## src/rtl/id_ex_alu_issue.sv

```systemverilog
// -----------------------------------------------------------------------------
// id_ex_alu_issue
//
// ID/EX pipeline stage that issues work to the execute-stage ALU.
//   * Decodes aluop/funct3/funct7_5 into the 4-bit alu_control code.
//   * Selects forwarded operands (A, B) and the immediate for B.
//   * Registers everything into the ID/EX register with stall, flush and
//     valid tracking. The latency is exactly one cycle.
//
// Ports
//   clk, rst_n            clock; synchronous active-low reset
//   in_valid / in_ready   decode-side handshake (in_ready = !stall)
//   stall, flush          hazard-unit hold and branch squash
//   aluop, funct3,
//   funct7_5, alu_src     decode controls
//   rs1_data, rs2_data,
//   imm                   register-file operands and the immediate
//   fwd_a_sel, fwd_b_sel  forwarding selects (00 reg, 01 EX/MEM, 10 MEM/WB,
//                         11 reg)
//   ex_mem_result,
//   mem_wb_result         forwarded results
//   rd_in                 destination register
//   alu_a, alu_b,
//   alu_control           registered ALU interface
//   store_data            registered forwarded rs2 (before the imm mux)
//   rd_out, out_valid     registered destination and valid
//
// Build option
//   ILLEGAL_ALU_DETECT_EN adds the registered output illegal_op, which flags
//   R-type encodings with funct7_5 set on an opcode that does not use it, and
//   SLLI with funct7_5 set. The instruction still issues with its table decode.
// -----------------------------------------------------------------------------
module id_ex_alu_issue #(
  parameter int XLEN       = 32,
  parameter int REG_ADDR_W = 5
) (
  input  logic                  clk,
  input  logic                  rst_n,
  input  logic                  in_valid,
  output logic                  in_ready,
  input  logic                  stall,
  input  logic                  flush,
  input  logic [1:0]            aluop,
  input  logic [2:0]            funct3,
  input  logic                  funct7_5,
  input  logic                  alu_src,
  input  logic [XLEN-1:0]       rs1_data,
  input  logic [XLEN-1:0]       rs2_data,
  input  logic [XLEN-1:0]       imm,
  input  logic [1:0]            fwd_a_sel,
  input  logic [1:0]            fwd_b_sel,
  input  logic [XLEN-1:0]       ex_mem_result,
  input  logic [XLEN-1:0]       mem_wb_result,
  input  logic [REG_ADDR_W-1:0] rd_in,
  output logic [XLEN-1:0]       alu_a,
  output logic [XLEN-1:0]       alu_b,
  output logic [3:0]            alu_control,
  output logic [XLEN-1:0]       store_data,
  output logic [REG_ADDR_W-1:0] rd_out,
  output logic                  out_valid
`ifdef ILLEGAL_ALU_DETECT_EN
  ,
  output logic                  illegal_op
`endif
);

  typedef enum logic [3:0] {
    ALU_ADD  = 4'b0000,
    ALU_SUB  = 4'b0001,
    ALU_AND  = 4'b0010,
    ALU_OR   = 4'b0011,
    ALU_XOR  = 4'b0100,
    ALU_SLL  = 4'b0101,
    ALU_SRL  = 4'b0110,
    ALU_SRA  = 4'b0111,
    ALU_SLT  = 4'b1000,
    ALU_SLTU = 4'b1001
  } alu_op_e;

  localparam logic [1:0] AOP_MEM    = 2'b00;
  localparam logic [1:0] AOP_BRANCH = 2'b01;
  localparam logic [1:0] AOP_RTYPE  = 2'b10;
  localparam logic [1:0] AOP_ITYPE  = 2'b11;

  // Forwarding select; 11 is unused and falls back to the register value.
  function automatic logic [XLEN-1:0] fwd_mux(
    input logic [1:0]      sel,
    input logic [XLEN-1:0] reg_val,
    input logic [XLEN-1:0] ex_mem_val,
    input logic [XLEN-1:0] mem_wb_val
  );
    case (sel)
      2'b01:   return ex_mem_val;
      2'b10:   return mem_wb_val;
      default: return reg_val;
    endcase
  endfunction

  // ---------------------------------------------------------------------------
  // Decode
  // ---------------------------------------------------------------------------
  alu_op_e alu_control_d;

  always_comb begin
    // NOTE: every combinational output gets a default first so no path
    // through the case statements can leave it unassigned and infer a latch.
    alu_control_d = ALU_ADD;
    case (aluop)
      AOP_MEM:    alu_control_d = ALU_ADD;
      AOP_BRANCH: alu_control_d = ALU_SUB;
      default: begin
        case (funct3)
          // For I-type, bit 30 is immediate data, so ADDI never becomes SUB.
          3'b000: alu_control_d = (aluop == AOP_RTYPE && funct7_5) ? ALU_SUB : ALU_ADD;
          3'b001: alu_control_d = ALU_SLL;
          3'b010: alu_control_d = ALU_SLT;
          3'b011: alu_control_d = ALU_SLTU;
          3'b100: alu_control_d = ALU_XOR;
          // Shift-right immediates do encode SRA/SRL in bit 30.
          3'b101: alu_control_d = funct7_5 ? ALU_SRA : ALU_SRL;
          3'b110: alu_control_d = ALU_OR;
          default: alu_control_d = ALU_AND;
        endcase
      end
    endcase
  end

  // ---------------------------------------------------------------------------
  // Operand selection
  // ---------------------------------------------------------------------------
  logic [XLEN-1:0] fwd_a_val;
  logic [XLEN-1:0] fwd_b_val;

  assign fwd_a_val = fwd_mux(fwd_a_sel, rs1_data, ex_mem_result, mem_wb_result);
  assign fwd_b_val = fwd_mux(fwd_b_sel, rs2_data, ex_mem_result, mem_wb_result);

  logic [XLEN-1:0] alu_a_d;
  logic [XLEN-1:0] alu_b_d;
  logic [XLEN-1:0] store_data_d;

  assign alu_a_d      = fwd_a_val;
  assign alu_b_d      = alu_src ? imm : fwd_b_val;
  assign store_data_d = fwd_b_val;

`ifdef ILLEGAL_ALU_DETECT_EN
  logic illegal_d;

  // Only a valid instruction can raise the flag; a bubble load clears it.
  assign illegal_d = in_valid &&
                     (((aluop == AOP_RTYPE) && funct7_5 &&
                       (funct3 != 3'b000) && (funct3 != 3'b101)) ||
                      ((aluop == AOP_ITYPE) && funct7_5 && (funct3 == 3'b001)));
`endif

  // ---------------------------------------------------------------------------
  // ID/EX register: reset > flush > stall > load (bubble if !in_valid)
  // ---------------------------------------------------------------------------
  logic [XLEN-1:0]       alu_a_q;
  logic [XLEN-1:0]       alu_b_q;
  logic [3:0]            alu_control_q;
  logic [XLEN-1:0]       store_data_q;
  logic [REG_ADDR_W-1:0] rd_q;
  logic                  valid_q;
`ifdef ILLEGAL_ALU_DETECT_EN
  logic                  illegal_q;
`endif

  logic clear_stage;
  logic load_stage;

  // A bubble (reset, flush, or an invalid load) zeroes the whole stage.
  assign clear_stage = !rst_n || flush || (!stall && !in_valid);
  assign load_stage  = !stall;

  always_ff @(posedge clk) begin
    // NOTE: state registers use non-blocking assignments so every flop
    // samples the pre-edge values, independent of statement order.
    if (clear_stage) begin
      alu_a_q       <= '0;
      alu_b_q       <= '0;
      alu_control_q <= ALU_ADD;
      store_data_q  <= '0;
      rd_q          <= '0;
      valid_q       <= 1'b0;
`ifdef ILLEGAL_ALU_DETECT_EN
      illegal_q     <= 1'b0;
`endif
    end else if (load_stage) begin
      alu_a_q       <= alu_a_d;
      alu_b_q       <= alu_b_d;
      alu_control_q <= alu_control_d;
      store_data_q  <= store_data_d;
      rd_q          <= rd_in;
      valid_q       <= 1'b1;
`ifdef ILLEGAL_ALU_DETECT_EN
      illegal_q     <= illegal_d;
`endif
    end
  end

  // ---------------------------------------------------------------------------
  // Outputs
  // ---------------------------------------------------------------------------
  assign in_ready    = !stall;
  assign alu_a       = alu_a_q;
  assign alu_b       = alu_b_q;
  assign alu_control = alu_control_q;
  assign store_data  = store_data_q;
  assign rd_out      = rd_q;
  assign out_valid   = valid_q;
`ifdef ILLEGAL_ALU_DETECT_EN
  assign illegal_op  = illegal_q;
`endif

endmodule

```

## config.mk

```make
export PLATFORM = sky130hd
export DESIGN_NAME = id_ex_alu_issue
export DESIGN_NICKNAME = d
export VERILOG_FILES = /design/src/rtl/id_ex_alu_issue.sv
export SDC_FILE = /design/constraint.sdc
export NUM_CORES = 1
export LEC_CHECK = 0
export ABC_AREA = 1
export CORE_MARGIN = 4
export CORE_UTILIZATION = 39
export CTS_BUF_LIST = sky130_fd_sc_hd__clkbuf_16
export DETAILED_ROUTE_END_ITERATION = 7
export PLACE_DENSITY = 0.81
export SLEW_MARGIN = 20
export SYNTH_ARGS = -nofsm -noshare
export SYNTH_HDL_FRONTEND = slang
export SYNTH_SLANG_ARGS = --single-unit
export TNS_END_PERCENT = 5
```

## constraint.sdc

```tcl
create_clock -name clk -period 1.9 [get_ports clk]
set_input_delay 0.38 -clock clk [delete_from_list [all_inputs] [get_ports clk]]
set_output_delay 0.38 -clock clk [all_outputs]
set_load 0.05 [all_outputs]
```

-- Word level (Yosys, flattened, before mapping)
Index checks and enable logic that the tools add are counted.
- bitwise logic cells: 0
- shift operators: 0
- muxes and demuxes: 7
- div/mod/pow operators: 0
- eq/ne operators: 12
- add/sub/neg operators: 0
- order comparisons: 0
- multiply operators: 0
- reduce and logical (&&, ||, !) cells: 9
- operators with widths (cell ; number):
    one-hot mux 32 bit (2 select lines) ; 2
    two-way mux 32 bit ; 1
    one-hot mux 4 bit (7 select lines) ; 1
    == test 3 bit, second input constant ; 3
    one-hot mux 4 bit (2 select lines) ; 1
    == test 2 x 1 -> 1 bit, second input constant ; 3
    == test 2 bit, second input constant ; 3
    == test 3 x 2 -> 1 bit, second input constant ; 2
    == test 3 x 1 -> 1 bit, second input constant ; 1
    logical NOT 1 bit ; 3
    logical NOT 3 bit ; 1
    logical AND 1 bit ; 2
    logical NOT 2 bit ; 1
    logical OR 1 bit ; 2
    two-way mux 1 bit ; 2
- memory bits (read-only): 0
- output and inout port bits: 107
- latch bits: 0
- logic and storage cells: 34
- bits in registers: 106
- memories: 0
- input port bits: 181
- bits in writable memories: 0

-- Longest topological paths before layout
Gate-level depths: netlist of run 1.
- depth after elaboration: 5
- gate-level depth with buffers: 7
- depth with buffers taken out: 6

-- Least setup slack after synthesis of run 1
No wires, ideal clock.
- path type: input to output
- start point: in stall
- end point: out in_ready
- slack: 0.188 ns
- cell stages on the path: 3
- arrival time: 1.332 ns
- cell sequence: inv_2 > clkbuf_1 > clkbuf_1
- cells in the longest elaborated chain, start to end: 1
- ends and longest elaborated chain (what ; line ; RTL):
    start: declaration ; 41 ; input logic stall,
    logical NOT 1 bit ; 204 ; assign in_ready = !stall;
    end: declaration ; 40 ; output logic in_ready,
Every way passes these cells.

-- Worst setup path in the final report of run 1
- start point: reg store_data_q[6] (netlist: store_data[6])
- end point: out store_data[6]
- RTL lines (what ; line ; RTL):
    start: declaration ; 161 ; logic [XLEN-1:0] store_data_q;
    start signal: assignment ; 192 ; store_data_q <= store_data_d;
    end: declaration ; 58 ; output logic [XLEN-1:0] store_data,
No word-level cell between the ends.

==> impl_metrics.yaml, run 1 <==
placed_design:
  pre_cts_ws_ns: -0.171
  place_area_um2: 8340
  port_buffers: 287
  hpwl_um: 15100
  gp_congestion: 0.888
cells_and_area:
  final_cell_area_um2: 8700
  final_cell_mix: "clkdlybuf4s50_1, nand2_1, a21oi_1"
  regArea_um2: 2120
  nets: 1220
  final_common_cell: "clkdlybuf4s50_1"
  fillers: 1129
  finish.utilization_pct: 65.9
  drive_gt1_share_pct: 11.8
  area_growth_syn_to_layout_pct: 66.0
  diodes: 0
  multiInputGateArea_um2: 2810
synth:
  seq_area_frac_synth_pct: 40.5
  ys_ff_latch: 106
  synth_cell_types: 19
  yosys_warnings: 0
  syn_inst: 773
  syn_area_per_cell_um2: 6.78
  syn_nets: 958
  yosysTopAreaCell: "dfxtp_1"
  ys_top_cells_by_area: "dfxtp_1, a21oi_1, o21ai_0"
  synthesis.area_um2: 5240
  yosysTopAreaCellShare_pct: 40.5
global_route:
  grt_max_degree: 55
  antenna_found_initial: 0
  first_global_vias: 6155
  grt_pass1_wl_um: 31500
  track_usage_pct: 26.0
  grt-ovfl-total: 0
sta:
  timing.final.ws_setup_ns: 0.0212
  max_slew_margin_pct: 64.1
  fmax_mhz: 532
  post-route-period-util_pct: 98.9
  maxSlewViolCount: 0
  finalHoldViolations: 0
  period_minus_slack_ns: 1.88
  worst_slew_pin_slew_ns: 0.541
  setup_violations: 0
  rsz0062_at_grt: "false"
  fin_skew_ns: 0
power_and_ir_drop:
  p_comb_share_pct: 29.7
  seqPwrFrac_pct: 40.9
  clkPwrFrac_pct: 29.4
  pwr_density_cell_nw_per_um2: 661
  swShare_pct: 31.5
  power.internal_mw: 3.94
  p_leak_nw: 4.09
  ir_drop_mv: 0.379
  power_switching_mw: 1.81
routing:
  first_pass_iters: 5
  antenna_left: 0
  drcViolationCount: 0
  wl_um: 20800
  vias: 6498
  wire_per_inst_um: 17.1
  viasPerCell: 5.35
  drt-initial-drc-count: 481
setup_path:
  cp.required_ns: 1.52
  cp.arrival_ns: 1.50
  cp_cell_sequence: "clkdlybuf4s50_1"
  crit_type: "register to output pin"
  crit_path_start_kind: "register"
  crit_fanout: 2
  cpPeakStageDelay_ns: 0.81
  critPathSlowestCell: "clkdlybuf4s50_1"
  path_buf_inv: 1
  cp-end-kind: "output pin"
  critPathTopFamily: "buffers and inverters"
clocking:
  cts_tree: "done"
  clockBufferDepth: 2
  cts.sinks: 106
  ctsHtreeMaxLevel: 3
  cts_buffers: 9
  cts-hold-fix-buffers: 0
  clock_latency_ns: 0.34
  clockRootBuffer: "clkbuf_16"
  clkSlewWorstSetupHoldPaths_ns: 0.07
floorplanning:
  io_pins: 288
  start_util_pct: 39.7
  die_area_um2: 15300
  core_area_um2: 13200
  fp.dieW_um: 124
  die_h_um: 124
  rows: 42
worst_hold_path:
  hp-class: "register to register"
job:
  maxCapViolCount: 0
status:
  status: "finished clean"
-- cell families after synthesis --
logic type / share of synthesized area [%]
AND/OR/NAND/NOR: 26.7
AO/OA/AOI/OAI: 25.9
flip-flops: 40.5
buffers and inverters: 5.90
adder cells (fa/ha/maj): 0.956
-- final cells by class --
type / count / area share [%]
multi-input cells: 589 / 32.3
well taps: 176 / 2.53
repair buffers: 315 / 37.3
flip-flops and latches: 106 / 24.4
clock inverters: 6 / 0.317
inverters: 14 / 0.633
clock buffers: 9 / 2.59
-- worst register-to-register path, stage by stage (launching register included) --
cell and delay, ns:
dfxtp_1 0.38, o21ai_0 0.09, a21oi_1 0.13
-- sequential cells by signal, summed over array words and instances, names as in the netlist --
signal / cells
alu_a: 32
alu_b: 32
alu_control: 4
out_valid: 1
rd_out: 5
store_data: 32
-- metal layers --
| layer | global-route usage, % | vias to the layer above | wire (um) |
|---|---|---|---|
| li1 | - | 3170 | - |
| met1 | 33.2 | 3004 | 8490 |
| met2 | 42.1 | 284 | 9810 |
| met3 | 6.63 | 40 | 1860 |
| met4 | 10.2 | 0 | 605 |
| met5 | 0 | - | 0 |
-- cells in the mapped netlist --
master	count
nand4_1	1
dfxtp_1	106
nor2_1	36
ha_1	4
a21oi_1	140
buf_4	1
clkbuf_1	46
nand3_1	99
o21ai_0	128
o21ai_1	3
clkbuf_2	7
or2_2	33
nor3_4	1
buf_2	3
inv_2	3
nand2_1	144
buf_1	7
clkinv_1	1
inv_1	10
-- through the flow --
step	hold slack [ns]	std cells	total power [mW]	TNS, ns
after floorplan	0.525	773	3.28	0
after detailed placement	0.456	1200	4.10	-8.38
after global routing	0.490	1215	6.00	0
after CTS	0.465	1215	5.78	0
after global placement	0.452	1200	4.09	-5.92
final	0.465	1215	5.74	0
-- power by group through the flow --
| stage | Sequential, mW | Clock [mW] | Combinational, mW |
|---|---|---|---|
| after floorplan | 2.69 | 0 | 0.585 |
| after global placement | 2.40 | 0 | 1.69 |
| after detailed placement | 2.40 | 0 | 1.70 |
| after CTS | 2.35 | 1.72 | 1.71 |
| after global routing | 2.36 | 1.81 | 1.83 |
| final | 2.35 | 1.69 | 1.70 |
-- final timing paths --
path / slack, ns / endpoint / depth (start not counted) / startpoint
setup reg to reg: 1.23 / alu_b[2] / 2 / alu_b[2]
hold / removal: 0.47 / rd_out[0] / 2 / rd_out[0]
setup / recovery: 0.02 / store_data[6] / 1 / store_data[6]
hold reg to reg: 0.47 / rd_out[0] / 2 / rd_out[0]
-- timing repair --
| action | CTS | global route |
|---|---|---|
| pin swaps | 0 | 0 |
| endpoints found under the setup margin | 1 | 40 |
| resized for setup | 1 | 40 |
| setup buffers | 0 | 0 |
Power figures use the tool's default switching activity.
==> run 2, diff against run 1 <==
CORE_UTILIZATION = 40   (was 39)
CTS_BUF_LIST = sky130_fd_sc_hd__clkbuf_8   (was sky130_fd_sc_hd__clkbuf_16)
MAX_ROUTING_LAYER = met4   (was not set)
PLACE_DENSITY = 0.83   (was 0.81)
==> run 2 against run 1 <==
  * Clock-buffer cell count grew 1
  * Register-to-register slack got worse by 0.02 ns
  * Power fell by 2.1%
  * Via count fell by 0.68%
  * Critical path type is now input port to register
  * Wire length grew 2.2%
  * Hold slack lost 0.025 ns
  * Fmax up 6.8%
  * Largest cell class unchanged
  * Critical path depth grew 7
==> impl_metrics.yaml, run 2 (synthesized netlist as in run 1, its figures left out) <==
status:
  status: "finished clean"
clocking:
  cts.sinks: 106
  clockBufferDepth: 2
  cts_setup_buffers: 0
  cts_tree: "done"
  ctsHtreeMaxLevel: 3
  clkSlewWorstSetupHoldPaths_ns: 0.10
  cts-hold-fix-buffers: 0
  clockRootBuffer: "clkbuf_8"
  cts_buffers: 9
  clock_latency_ns: 0.39
  ctsResizeCount: 70
routing:
  drt-initial-drc-count: 456
  wl_um: 21200
  first_pass_iters: 5
  wire_per_inst_um: 17.5
  wl_met2_um: 10100
  routed-wl-met3_um: 1900
  maxUsedRoutingLayer: "met4"
  drt-met1-wl_um: 8620
  drcViolationCount: 0
  viasPerCell: 5.33
  antenna_left: 0
  vias: 6454
cells_and_area:
  final_common_cell: "clkdlybuf4s50_1"
  instances_no_fill: 1211
  finish.utilization_pct: 66.3
  nets: 1219
  final_cell_mix: "clkdlybuf4s50_1, nand2_1, a21oi_1"
  drive_gt1_share_pct: 11.4
  fillers: 1172
  regArea_um2: 2120
  multiInputGateArea_um2: 2810
  area_growth_syn_to_layout_pct: 61.2
  diodes: 0
  final_cell_area_um2: 8440
placed_design:
  pre_cts_ws_ns: -0.271
  port_buffers: 287
  place_area_um2: 8300
  placed_cells: 1195
  gp_congestion: 0.884
  hpwl_um: 15200
sta:
  fin_skew_ns: 0
  hold_ws_ns: 0.441
  setup_violations: 0
  worst_slew_pin_slew_ns: 0.527
  max_slew_margin_pct: 65.0
  maxSlewViolCount: 0
  setup_tns_ns: 0
  rsz0062_at_grt: "false"
  fmax_mhz: 568
  post-route-period-util_pct: 92.6
  period_minus_slack_ns: 1.76
  finalHoldViolations: 0
  timing.final.ws_setup_ns: 0.140
setup_path:
  cp-end-kind: "register"
  cp.required_ns: 2.20
  cp.arrival_ns: 2.06
  crit_path_start_kind: "input port"
  crit_type: "input port to register"
  crit_fanout: 30
power_and_ir_drop:
  swShare_pct: 32.3
  clkPwrFrac_pct: 28.8
  p_leak_nw: 3.65
  power_switching_mw: 1.82
  seqPwrFrac_pct: 41.8
  p_total_mw: 5.62
  power.internal_mw: 3.81
  p_comb_share_pct: 29.4
  pwr_density_cell_nw_per_um2: 666
  ir_drop_mv: 0.494
global_route:
  track_usage_pct: 28.3
  grt-ovfl-total: 0
  grt_max_degree: 79
  first_global_vias: 6178
  grt_pass1_wl_um: 32200
  antenna_found_initial: 0
floorplanning:
  die_h_um: 122
  fp.dieW_um: 122
  die_area_um2: 15000
  start_util_pct: 41.2
  core_area_um2: 12700
  io_pins: 288
  rows: 41
job:
  maxCapViolCount: 0
worst_hold_path:
  hp-class: "input port to register"
## run 2: cell count changes in the layout (fill, tap and decap cells not counted), moves of 2 or more
cell,previous run,this run
buf_12,14,10
buf_4,59,54
bufinv_16,0,2
clkbuf_16,9,0
clkbuf_8,0,10
clkdlybuf4s50_1,200,179
clkinv_4,0,2
dlygate4sd2_1,1,70
dlymetal6s2s_1,40,0
inv_1,12,10
## run 2: power by group through the flow
| stage | clock network [mW] | registers (mW) | logic [mW] |
|---|---|---|---|
| final | 1.62 | 2.35 | 1.66 |
| after global routing | 1.75 | 2.36 | 1.78 |
| after CTS | 1.66 | 2.35 | 1.66 |
| after detailed placement | 0 | 2.40 | 1.69 |
| after global placement | 0 | 2.40 | 1.67 |
| after floorplan | 0 | 2.69 | 0.585 |
## run 2: routing by layer
metal / up-vias / global-route usage (%)
met4: 0 / 8.33
met5: - / -
met3: 41 / 7.97
met2: 297 / 45.9
met1: 2956 / 34.3
li1: 3160 / -
## run 2: area by class of cell
cell class,count,area share (%)
clock inverters,6,1.07
clock buffers,10,1.63
repair buffers,314,35.7
well taps,172,2.55
multi-input cells,589,33.2
flip-flops and latches,106,25.1
inverters,14,0.637
## run 2: worst max-delay path, cell delays in order
cell and delay [ns]:
clkdlybuf4s50_1 0.47, inv_1 0.04, ha_1 0.27, clkinv_1 0.15, buf_12 0.21, or2_2 0.30, a21oi_1 0.17, nor2_1 0.06
## run 2: final timing paths
check	start	to	slack [ns]	cells after the start
max	fwd_b_sel[0]	store_data[7]	0.14	8
min	stall	store_data[4]	0.44	3
max reg2reg	alu_b[31]	alu_b[31]	1.21	2
min reg2reg	alu_control[3]	alu_control[3]	0.47	2
==> RTL edit 1: new RTL, config.mk and constraints of run 1 <==
Add a define of `ILLEGAL_ALU_DETECT_EN`.
--- a/src/rtl/id_ex_alu_issue.sv
+++ b/src/rtl/id_ex_alu_issue.sv
@@ -30,6 +30,8 @@
 //   R-type encodings with funct7_5 set on an opcode that does not use it, and
 //   SLLI with funct7_5 set. The instruction still issues with its table decode.
 // -----------------------------------------------------------------------------
+`define ILLEGAL_ALU_DETECT_EN
+
 module id_ex_alu_issue #(
   parameter int XLEN       = 32,
   parameter int REG_ADDR_W = 5
Function (old outputs only; new: illegal_op): kept (equiv_simple and equiv_induct, registers matched by name and starting in step).
==> RTL edit 1 against run 1 <==
  * Clock power is 4% higher
  * Via count is 2.1% higher
  * Routed wire length is 11% higher
  * Design area is 2.7% higher
  * Clock skew stayed put
  * Global-route usage is 1.3 points higher
  * Die area is 4.3% higher
  * Total power is 2.8% higher
  * Fmax hardly changed
  * Setup slack worse by 0.0014 ns
  * Sequential cell count is 1 higher
  * Synthesized area is 4.6% higher
==> RTL edit 1: results (changes against run 1) <==
[status]
status=finished clean  ; unchanged

[clock_network]
clk_path_buf_depth=2  ; unchanged
post_cts_buffers=0  ; unchanged
cts_root_buf=clkbuf_16  ; unchanged
clock_latency_ns=0.35
path_clk_slew_ns=0.07  ; about the same

[setup_path]
slowest_delay_ns=0.81  ; about the same
crit_fanout=2  ; unchanged
cp_top_family=buffers and inverters  ; unchanged
cp-endpoint=alu_a[8]  ; was store_data[6]
ff2ff_path_depth=4  ; was 2
r2r-end=illegal_op  ; was alu_b[2]
r2r_start=illegal_op  ; was alu_b[2]
critPathSlowestCell=clkdlybuf4s50_1  ; unchanged
critPathArrivalTime_ns=1.50  ; about the same
startpoint=alu_a[8]  ; was store_data[6]
r2r_setup_slack_ns=1.19  ; was 1.23 ns

[grt]
first_global_vias=6691  ; was 6,155
use_met2_pct=49.6  ; was 42.1%
grt_max_degree=51  ; was 55
gr-usage-met3_pct=6.40  ; was 6.63%
grt.met1_usage_pct=30.6  ; was 33.2%
grt_antenna_before_repair=0  ; unchanged
grtUsageTotal_pct=27.3  ; was 26.0%
grt_pass1_wl_microns=34900  ; was 31,500 microns

[finish]
num_antenna_cells=0  ; unchanged
nFillCells=1253  ; was 1,129
final_nets=1216  ; was 1,220
drive_above_1_share_pct=12.9  ; was 11.8%

[synth]
synth_nets=948  ; was 958
synth-compound-area-share_pct=34.2  ; was 25.9%
synth_fa_ha_area_share_pct=0.913  ; was 0.956%
synth_cell_type_count=22  ; was 19
synth_common_cells=nand2_1, a21oi_1, dfxtp_1  ; was nand2_1, a21oi_1, o21ai_0
synth_area_leaders=dfxtp_1, a21oi_1, nand2_1, o21ai_0, o21ai_1  ; was dfxtp_1, a21oi_1, o21ai_0, nand2_1, nand3_1
async_flop_share_pct=0  ; unchanged
synth.area.mux_share_pct=0  ; unchanged
yosysWarnings=0  ; unchanged
synth-main-ff-cell=dfxtp_1  ; unchanged
synth_seq_area_share_pct=39.1  ; was 40.5%

[placement]
portBuffers=288  ; was 287
dpl_cell_area_sq_um=8610  ; was 8340 sq um
hpwl_microns=17400  ; was 15,100 microns
gp_congestion=0.933  ; was 0.888

[pwr]
leakage_uw=0.00411  ; was 0.00409 uW
ir_worst_vdd_uv=494  ; was 379 uV

[hold_path]
hold_depth=2  ; unchanged
hp-class=reg2reg  ; unchanged

[routing]
wl_met2_microns=11600  ; was 9810 microns
drt_iter0_markers=416  ; was 481
avgRoutedWirePerCell_microns=18.9  ; was 17.1 microns
wl_met3_microns=1990  ; was 1860 microns
via_per_inst=5.47  ; was 5.35
drt-met1-wl_microns=8580  ; was 8490 microns
drtPass1Iterations=4  ; was 5

[sta]
maxSlewViolCount=0  ; unchanged
slew_headroom_pct=63.9  ; was 64.1%

[RTL edit 1: stage by stage]
stage               setup WS (ns)  total power (uW)  hold slack (ns)  std cells  util [%]
floorplan                   0.337              3360            0.524        763         -
global route             -0.00260              6170            0.485       1213      64.6
detailed placement         -0.239              4210            0.457       1200      62.2
CTS                      0.000815              5940            0.467       1213      63.9
finish                     0.0199              5910            0.464       1213      64.6
global placement           -0.212              4200            0.452       1200      62.2
[RTL edit 1: cell type report]
class                   count  area (sq um)  area share (%)
repair buffers            327          3350            37.5
multi-input cells         572          2900            32.5
flip-flops and latches    107          2140            24.0
clock buffers               9           225            2.52
well taps                 180           225            2.52
inverters                  14          57.6           0.644
clock inverters             4          27.5           0.308
[RTL edit 1: what timing repair did]
action	in CTS	in global routing
cloned	0	0
setup endpoints to repair	20	39
gates resized for setup	20	39
endpoints found under the hold margin	0	0
[RTL edit 1: worst min-delay path by stage]
stage	slack [ns]	to	startpoint
after global placement	0.45	rd_out[2]	rd_out[2]
after floorplan	0.52	rd_out[0]	rd_in[0]
after CTS	0.47	rd_out[1]	rd_out[1]
final	0.46	rd_out[4]	rd_out[4]
after global routing	0.49	rd_out[1]	rd_out[1]
after detailed placement	0.46	rd_out[4]	rd_out[4]
[RTL edit 1: kinds of logic (layout without fill, tap and decap cells)]
family	after synthesis	count (layout)
DFF	107	107
and+or+nand+nor	233	233
buffers and inverters	84	354
AOI/OAI and AO/OA	335	335
adders and majority gates	4	4
[RTL edit 1: power by group]
group	internal [uW]	leakage, uW	switching, uW	total [uW]
combinational	779	0.00311	997	1780
clock	875	0.000128	876	1750
sequential	2330	0.000872	53.6	2380
==> RTL edit 2: new RTL, flow settings as in run 1 <==
Made on the original files. Change the parameter `XLEN` from 32 to 40.
--- a/src/rtl/id_ex_alu_issue.sv
+++ b/src/rtl/id_ex_alu_issue.sv
@@ -31,7 +31,7 @@
 //   SLLI with funct7_5 set. The instruction still issues with its table decode.
 // -----------------------------------------------------------------------------
 module id_ex_alu_issue #(
-  parameter int XLEN       = 32,
+  parameter int XLEN       = 40,
   parameter int REG_ADDR_W = 5
 ) (
   input  logic                  clk,
Ports: changed (8 resized); port bits go from 288 to 352. No check against the original RTL was run, so the function may have changed too.
==> RTL edit 2 against run 1 <==
  * Fmax rose by 9.7%
  * Clock power increased by 80%
  * Sequential cell count increased by 24
  * First-iteration DRC count up 33%
  * Total power up 40%
  * Synthesized cell count up 23%
  * Routed wire length up 34%
  * Design area rose by 23%
  * Sequential share of layout area hardly changed
  * Synthesized area grew 23%
  * Setup slack better by 0.17 ns
  * Via count rose by 26%
==> RTL edit 2: results (changes against run 1) <==
[clock_network]
cts_buffers=17  ; was 9
cts-resized-gates=62  ; was 1
htreeDepth=4  ; was 3
clock_latency_ns=0.41  ; was 0.34 ns

[synth]
synth_area_leaders=dfxtp_1, a21oi_1, o21ai_0, nand2_1, nand3_1  ; unchanged
synth_nets=1176  ; was 958
synth_common_cells=nand2_1, a21oi_1, o21ai_0  ; unchanged

[setup_path]
critPathArrivalTime_ns=1.33  ; was 1.50 ns
crit_fanout=2  ; unchanged
critPathSlowestCell=dlygate4sd2_1  ; was clkdlybuf4s50_1
slowest_delay_ns=0.56  ; was 0.81 ns

[status]
status=finished clean  ; unchanged

[routing]
drtPass1Iterations=7  ; was 5
via_per_inst=5.44  ; was 5.35
totalWireLength_microns=27800  ; was 20,800 microns

[placement]
dpl_worst_slack_ns=-0.195  ; was -0.171 ns
gp_congestion=0.902  ; was 0.888
portBuffers=351  ; was 287

[finish]
nFillCells=1366  ; was 1,129
drive_above_1_share_pct=14.1  ; was 11.8%
final_nets=1503  ; was 1,220

[sta]
tightest_slew_ns=0.617  ; was 0.541 ns

[hold_path]
hp-class=in2reg  ; was reg2reg

[grt]
first_global_vias=7830  ; was 6,155
grt_max_degree=63  ; was 55
grtUsageTotal_pct=28.5  ; was 26.0%
grt_pass1_wl_microns=41800  ; was 31,500 microns

[pwr]
ir_worst_vdd_uv=549  ; was 379 uV
leakage_uw=0.00456  ; was 0.00409 uW

==> RTL edit 2: through the flow <==
| stage | area [sq um] | hold WS (ns) | utilization (%) | instances |
|---|---|---|---|---|
| finish | 10700 | 0.429 | 66.5 | 1503 |
| global route | 10700 | 0.450 | 66.5 | 1503 |
| CTS | 10700 | 0.415 | 66.5 | 1503 |
| detailed placement | 10200 | 0.465 | 63.7 | 1475 |
| global placement | 10200 | 0.452 | 63.7 | 1475 |
| floorplan | 6460 | 0.524 | - | 951 |
==> RTL edit 2: metal layers <==
layer	GRT usage, %	vias up	routed length [microns]
met5	0	-	0
met4	10.7	0	931
met3	8.13	63	2650
met2	49.3	419	13600
met1	33.3	3782	10600
li1	-	3915	-
==> RTL edit 2: final timing paths <==
path	depth (start not counted)	end	startpoint	slack [ns]
min	3	alu_a[35]	stall	0.43
min reg2reg	2	rd_out[3]	rd_out[3]	0.47
max reg2reg	2	alu_b[8]	alu_b[8]	1.15
max	1	alu_a[19]	alu_a[19]	0.19
==> RTL edit 2: power by group <==
group          internal [uW]  switching [uW]
registers               2830            53.9
clock network           1860            1190
logic                    921            1190
==> RTL edit 2: cell families (layout without fill, tap and decap cells) <==
group / after synthesis / after routing / share of synthesized area (%)
adder cells (fa/ha/maj): 4 / 4 / 0.774
AO/OA/AOI/OAI: 335 / 335 / 25.9
flip-flops: 130 / 130 / 40.3
buffers and inverters: 96 / 432 / 6.39
AND/OR/NAND/NOR: 386 / 386 / 26.6
==> RTL edit 2: cell type report <==
type                            instances  area, sq um  area share [%]
Multi-Input combinational cell        725         3460            32.4
Clock buffer                           17          425            3.98
Timing Repair Buffer                  390         3770            35.3
Clock inverter                         11          100           0.937
Sequential cell                       130         2600            24.4
Inverter                               14         55.1           0.515
Tap cell                              216          270            2.53
